--- src/rtl/spi_pkg.sv ---
// Shared types and constants for the SPI mode-0 transmitter.
package spi_pkg;

   localparam int unsigned SPI_BITS  = 8;
   localparam logic        SCLK_IDLE = 1'b0;

   typedef enum logic [2:0] {
      IDLE,
      LEAD,
      HIGH,
      LOW,
      TRAIL,
      GAP
   } spi_state_e;

endpackage

--- src/rtl/spi_clk_div.sv ---
// Phase timer: PhaseTick is high in the last of every CLK_DIV cycles, restartable.
module spi_clk_div #(
   parameter int unsigned CLK_DIV = 4
) (
   input  logic Clk,
   input  logic Reset,
   input  logic Restart,
   output logic PhaseTick
);

   localparam int unsigned CNT_W = (CLK_DIV > 1) ? $clog2(CLK_DIV) : 1;
   localparam logic [CNT_W-1:0] CNT_LAST = CNT_W'(CLK_DIV - 1);

   logic [CNT_W-1:0] cnt_q, cnt_d;
   logic             tick_q, tick_d;

   // Tick is registered one cycle early so it lines up with cnt_q == CNT_LAST.
   always_comb begin
      cnt_d = cnt_q + CNT_W'(1);
      if (Restart || (cnt_q == CNT_LAST)) begin
         cnt_d = '0;
      end
      tick_d = (cnt_d == CNT_LAST);
   end

   always_ff @(posedge Clk or posedge Reset) begin
      if (Reset) begin
         cnt_q  <= '0;
         tick_q <= 1'(CLK_DIV == 1);
      end else begin
         cnt_q  <= cnt_d;
         tick_q <= tick_d;
      end
   end

   assign PhaseTick = tick_q;

endmodule

--- src/rtl/spi_tx.sv ---
// SPI mode-0 master transmitter: valid/ready byte in, MSB-first on Sclk/Mosi framed by CSel.
// Define SPI_TX_BURST_EN to chain bytes accepted in the final bit into one CSel frame.
module spi_tx
   import spi_pkg::*;
#(
   parameter int unsigned CLK_DIV  = 4,
   parameter int unsigned IDLE_CYC = 2
) (
   input  logic                Clk,
   input  logic                Reset,
   input  logic [SPI_BITS-1:0] DataIn,
   input  logic                Valid,
   output logic                Ready,
   output logic                Busy,
   output logic                Done,
   output logic                Sclk,
   output logic                Mosi,
   output logic                CSel
);

   localparam int unsigned BIT_W = $clog2(SPI_BITS);
   localparam int unsigned GAP_W = (IDLE_CYC > 1) ? $clog2(IDLE_CYC) : 1;
   localparam logic [BIT_W-1:0] BIT_LAST = BIT_W'(SPI_BITS - 1);
   localparam logic [GAP_W-1:0] GAP_LAST = GAP_W'(IDLE_CYC - 1);

   spi_state_e          state_q, state_d;
   logic [SPI_BITS-1:0] shift_q, shift_d;
   logic [BIT_W-1:0]    bit_cnt_q, bit_cnt_d;
   logic [GAP_W-1:0]    gap_cnt_q, gap_cnt_d;
   logic                sclk_q, sclk_d;
   logic                mosi_q, mosi_d;
   logic                csel_q, csel_d;
   logic                ready_q, ready_d;
   logic                busy_q, busy_d;
   logic                done_q, done_d;
   logic                accept_c;
   logic                restart_c;
   logic                phase_tick;

`ifdef SPI_TX_BURST_EN
   logic [SPI_BITS-1:0] hold_q, hold_d;
   logic                hold_vld_q, hold_vld_d;
   logic [SPI_BITS-1:0] chain_byte_c;

   // A byte offered on the very edge that ends the last bit bypasses the holding register.
   assign chain_byte_c = hold_vld_q ? hold_q : DataIn;
`endif

   assign accept_c  = Valid && ready_q;
   assign restart_c = (state_d != state_q);

   spi_clk_div #(
      .CLK_DIV (CLK_DIV)
   ) u_clk_div (
      .Clk       (Clk),
      .Reset     (Reset),
      .Restart   (restart_c),
      .PhaseTick (phase_tick)
   );

   always_comb begin
      state_d   = state_q;
      shift_d   = shift_q;
      bit_cnt_d = bit_cnt_q;
      gap_cnt_d = gap_cnt_q;
      sclk_d    = sclk_q;
      mosi_d    = mosi_q;
      csel_d    = csel_q;
      ready_d   = ready_q;
      busy_d    = busy_q;
      done_d    = 1'b0;
`ifdef SPI_TX_BURST_EN
      hold_d     = hold_q;
      hold_vld_d = hold_vld_q;
`endif

      case (state_q)
         IDLE: begin
            ready_d = 1'b1;
            if (accept_c) begin
               shift_d   = DataIn;
               bit_cnt_d = '0;
               mosi_d    = DataIn[SPI_BITS-1];
               csel_d    = 1'b0;
               busy_d    = 1'b1;
               ready_d   = 1'b0;
               state_d   = LEAD;
            end
         end

         LEAD: begin
            if (phase_tick) begin
               sclk_d  = ~SCLK_IDLE;
               state_d = HIGH;
            end
         end

         HIGH: begin
`ifdef SPI_TX_BURST_EN
            if (accept_c) begin
               hold_d     = DataIn;
               hold_vld_d = 1'b1;
               ready_d    = 1'b0;
            end
`endif
            if (phase_tick) begin
               sclk_d  = SCLK_IDLE;
               ready_d = 1'b0;
               if (bit_cnt_q != BIT_LAST) begin
                  shift_d   = shift_q << 1;
                  mosi_d    = shift_q[SPI_BITS-2];
                  bit_cnt_d = bit_cnt_q + BIT_W'(1);
                  state_d   = LOW;
               end else begin
                  state_d = TRAIL;
`ifdef SPI_TX_BURST_EN
                  if (hold_vld_q || accept_c) begin
                     shift_d    = chain_byte_c;
                     mosi_d     = chain_byte_c[SPI_BITS-1];
                     bit_cnt_d  = '0;
                     hold_vld_d = 1'b0;
                     state_d    = LOW;
                  end
`endif
               end
            end
         end

         LOW: begin
            if (phase_tick) begin
               sclk_d  = ~SCLK_IDLE;
               state_d = HIGH;
`ifdef SPI_TX_BURST_EN
               // Open the window for a chained byte during the last high phase.
               if (bit_cnt_q == BIT_LAST) begin
                  ready_d = 1'b1;
               end
`endif
            end
         end

         TRAIL: begin
            if (phase_tick) begin
               csel_d    = 1'b1;
               mosi_d    = 1'b0;
               busy_d    = 1'b0;
               done_d    = 1'b1;
               gap_cnt_d = '0;
               state_d   = GAP;
            end
         end

         GAP: begin
            if (gap_cnt_q == GAP_LAST) begin
               ready_d = 1'b1;
               state_d = IDLE;
            end else begin
               gap_cnt_d = gap_cnt_q + GAP_W'(1);
            end
         end

         default: begin
            state_d   = GAP;
            gap_cnt_d = '0;
         end
      endcase
   end

   always_ff @(posedge Clk or posedge Reset) begin
      if (Reset) begin
         state_q   <= GAP;
         shift_q   <= '0;
         bit_cnt_q <= '0;
         gap_cnt_q <= '0;
         sclk_q    <= SCLK_IDLE;
         mosi_q    <= 1'b0;
         csel_q    <= 1'b1;
         ready_q   <= 1'b0;
         busy_q    <= 1'b0;
         done_q    <= 1'b0;
      end else begin
         state_q   <= state_d;
         shift_q   <= shift_d;
         bit_cnt_q <= bit_cnt_d;
         gap_cnt_q <= gap_cnt_d;
         sclk_q    <= sclk_d;
         mosi_q    <= mosi_d;
         csel_q    <= csel_d;
         ready_q   <= ready_d;
         busy_q    <= busy_d;
         done_q    <= done_d;
      end
   end

`ifdef SPI_TX_BURST_EN
   always_ff @(posedge Clk or posedge Reset) begin
      if (Reset) begin
         hold_q     <= '0;
         hold_vld_q <= 1'b0;
      end else begin
         hold_q     <= hold_d;
         hold_vld_q <= hold_vld_d;
      end
   end
`endif

   assign Ready = ready_q;
   assign Busy  = busy_q;
   assign Done  = done_q;
   assign Sclk  = sclk_q;
   assign Mosi  = mosi_q;
   assign CSel  = csel_q;

endmodule

--- config.mk ---
export PLATFORM = sky130hd
export DESIGN_NAME = spi_tx
export DESIGN_NICKNAME = d
export VERILOG_FILES = /design/src/rtl/spi_pkg.sv /design/src/rtl/spi_clk_div.sv /design/src/rtl/spi_tx.sv
export SDC_FILE = /design/constraint.sdc
export NUM_CORES = 1
export LEC_CHECK = 0
export CAP_MARGIN = 40
export CORE_MARGIN = 2
export CORE_UTILIZATION = 35
export CTS_BUF_LIST = sky130_fd_sc_hd__clkbuf_8
export DETAILED_ROUTE_END_ITERATION = 10
export PLACE_DENSITY = 0.62
export SLEW_MARGIN = 20
export SYNTH_ARGS = -nofsm -noshare
export SYNTH_HDL_FRONTEND = slang
export SYNTH_SLANG_ARGS = --single-unit
--- constraint.sdc ---
create_clock -name Clk -period 1.55 [get_ports Clk]
set_input_delay 0.31 -clock Clk [delete_from_list [all_inputs] [get_ports Clk]]
set_output_delay 0.31 -clock Clk [all_outputs]
set_load 0.02 [all_outputs]
==> run metrics <==
Leak=slightly below 0.8 nW; pwr/cell area=1743 nW/um^2; max incr delay on CP=0.42 ns; Die H=63.79 um; most common cell after layout, fill and taps aside=dfrtp_1; fin cells=205; placed insts=about 200; startpoint types=register; crit-path max FO=3; setup TNS=-0.01023 ns; CTS tree=built; #FFs+latches synth=23; initial core utilization=0.3691; worst min path class=input pin to asynchronous set/reset pin; Cell Area, Synth=between 1000 and 1500 um^2; H-tree depth=1; part of the power in registers=0.376; largest net degree at the start of global routing=24; Clk network pwr share=0.124; clock slew at reported path FFs=0.09 ns; hold_buf cts=0; ANT nets after route=0; Gate Count Post-Synth=130; outcome=complete, but fails checks; part of the cycle the worst path needs=1.007; Worst-Margin Slew=0.4160 ns; total gr overflow=0; initial antenna violation count=0; Final Setup Violations=1; Num CTS Buffers=3; Clk Latency, worst-skew pair=between 0.2 and 0.3 ns; Die X=about 64 um; asr flop ratio synth=1.000; area growth from synthesis to layout=39.20%; failing checks=setup timing; P_int=0.001795 W; PortBufs=16; critical path arrival=approximately 1.7 ns; sw frac=0.4088; Final Cell Area=1742 um^2; Hold Fails Final Rpt=0; worst hold slack=0.3706 ns; detailed placement HPWL=about 1800 um; Routed WL per cell=about 13 um; worst path required time=roughly 1.7 ns; worst clock skew=between 0.007 and 0.008 ns; placed cell areas=1501 um^2; area leader, netlist=dfrtp_1; slowest cell on the critical path=dfrtp_1; area share of the largest cell type after synthesis=0.4000; Final WS setup=-0.01023 ns; ys flop type=dfrtp_1; RSZ-0062 raised after global routing=yes; FILL cells=326; Final Critical Period=1.560 ns; Final Slew Violations=0; Rows=21; boundary pin count=17; Crit path max-delay family=flip-flops; top cells by area, synth=dfrtp_1, dfstp_2, mux2i_1; WP buf/inv=1; Max VDD drop=roughly 0.74 mV; Residual DRC=0; placer congestion estimate=0.8062; ANT cells=0; Psw=0.001241 W; Clock Sinks=23; yosys warns=0; logic gate share of total power=0.499; EDFF count, synth=0; Post-Route WL=2766 um; Root Buffer=clkbuf_8; most frequent cells in the layout=dfrtp_1, buf_4, clkdlybuf4s50_1; vias per cell=5.117; DRT iter0 DRCs=30; slew margin rel.=0.7226; final net count=between 150 and 200; syn_area_per_cell=9.625 um^2; syn_nets=145; vias=1049; Final Util=0.5138; kind of critical path=register to register; endpoint class of the critical path=register; worst-path cell chain=ha_4 -> buf_6 -> ha_4 -> a211o_1 -> nand4b_1 -> a21oi_1; all-layer global routing usage=0.1406; Most common cell on crit path=ha_4; sequential fraction of the synthesis area=0.4630; Max-Cap Viols=0; die area=4069 um^2; Core Area=3390 um^2; vias in the first global route=987; share of layout cells above drive strength 1=0.3082; Distinct cells, synth=36; first-pass GRT wire length=4526 um; Max Freq=between 0.6 and 0.7 GHz; clk buf depth=2; 1st-pass router iterations=4
[state kept, by name, summed over array words and instances, names as in the netlist]
name / cells
CSel: 1
gap_cnt_q: 1
u_clk_div.cnt_q: 2
Sclk: 1
bit_cnt_q: 3
Done: 1
Mosi: 1
shift_q: 7
state_q: 3
Ready: 1
Busy: 1
u_clk_div.PhaseTick: 1
[repair_timing]
action / in CTS / in global routing
gates resized for setup: 10 / 30
pin swaps: 4 / 10
endpoints found under the setup margin: 15 / 16
setup buffers: 1 / 4
gates cloned: 1 / 0
[metal layers]
metal	routed length (um)	GRT usage	part of all wire	vias to the layer above
met3	96	0.02113	0.035	4
met1	1181	0.1852	0.43	510
met2	1437	0.2344	0.52	26
met5	0	0	0	-
li1	-	-	-	509
met4	50	0.04891	0.018	0
[through the flow]
| stage | power [W] | setup WS (ns) |
|---|---|---|
| after floorplan | 0.001948 | 0.03745 |
| after global placement | 0.002249 | -0.1502 |
| after detailed placement | 0.002296 | -0.2240 |
| after CTS | 0.002707 | 0.003576 |
| after global routing | 0.003294 | -0.07847 |
| final | 0.003036 | -0.01023 |
[power by group through the flow]
stage               Sequential (W)  Clock, W  Combinational (W)
floorplan                  0.00105         0           0.000903
global placement           0.00110         0            0.00115
detailed placement         0.00111         0            0.00118
CTS                        0.00111  0.000390            0.00121
global route               0.00118  0.000416            0.00169
finish                     0.00114  0.000378            0.00152
[worst register-to-register path: stages (launching register included)]
cell and delay (ns):
dfrtp_1 0.42, ha_4 0.19, buf_6 0.12, ha_4 0.15
a211o_1 0.32, nand4b_1 0.16, a21oi_1 0.09
[layout make-up]
class / count / area [um^2] / area share
Sequential cell: 23 / 580.6 / 0.3333
Inverter: 8 / 30.03 / 0.01724
Timing Repair Buffer: 33 / 304.0 / 0.1746
Multi-Input combinational cell: 91 / 723.2 / 0.4152
Tap cell: 46 / 57.56 / 0.03305
Clock inverter: 1 / 5.005 / 0.002874
Clock buffer: 3 / 41.29 / 0.02371
[path summary, 6_finish.rpt]
check / startpoint / endpoint / slack (ns) / depth (start not counted)
max: bit_cnt_q[0] / u_clk_div.cnt_q[0] / -0.01 / 6
min: Reset / bit_cnt_q[0] / 0.37 / 3
max reg2reg: bit_cnt_q[0] / u_clk_div.cnt_q[0] / -0.01 / 6
min reg2reg: Mosi / Mosi / 0.49 / 1
max in group asynchronous: Reset / CSel / 0.89 / 3
min in group Clk: Mosi / Mosi / 0.49 / 1
[cell usage after synthesis (2+ instances only)]
cell and number:
nand2b_1 2, o21ai_1 3, nor2_1 13, buf_4 2
inv_1 7, ha_1 4, buf_2 4, a21oi_1 13
and3_1 2, o21ai_0 10, a22oi_1 2, nand2_1 8
nand3b_1 4, nor3_1 2, nand3_1 5, mux2i_1 7
o211ai_1 2, dfrtp_1 20, dfstp_2 3
[cells by family (layout without fill, tap and decap cells)]
logic type	count (synthesis)	after routing	share of synthesized area
AND/OR/NAND/NOR	42	42	0.1870
AO/OA/AOI/OAI	37	37	0.1810
flip-flops	23	23	0.4630
buffers and inverters	16	45	0.06399
multiplexers	8	8	0.06500
adder cells (fa/ha/maj)	4	4	0.04000
(Power assumes the default switching activity.)
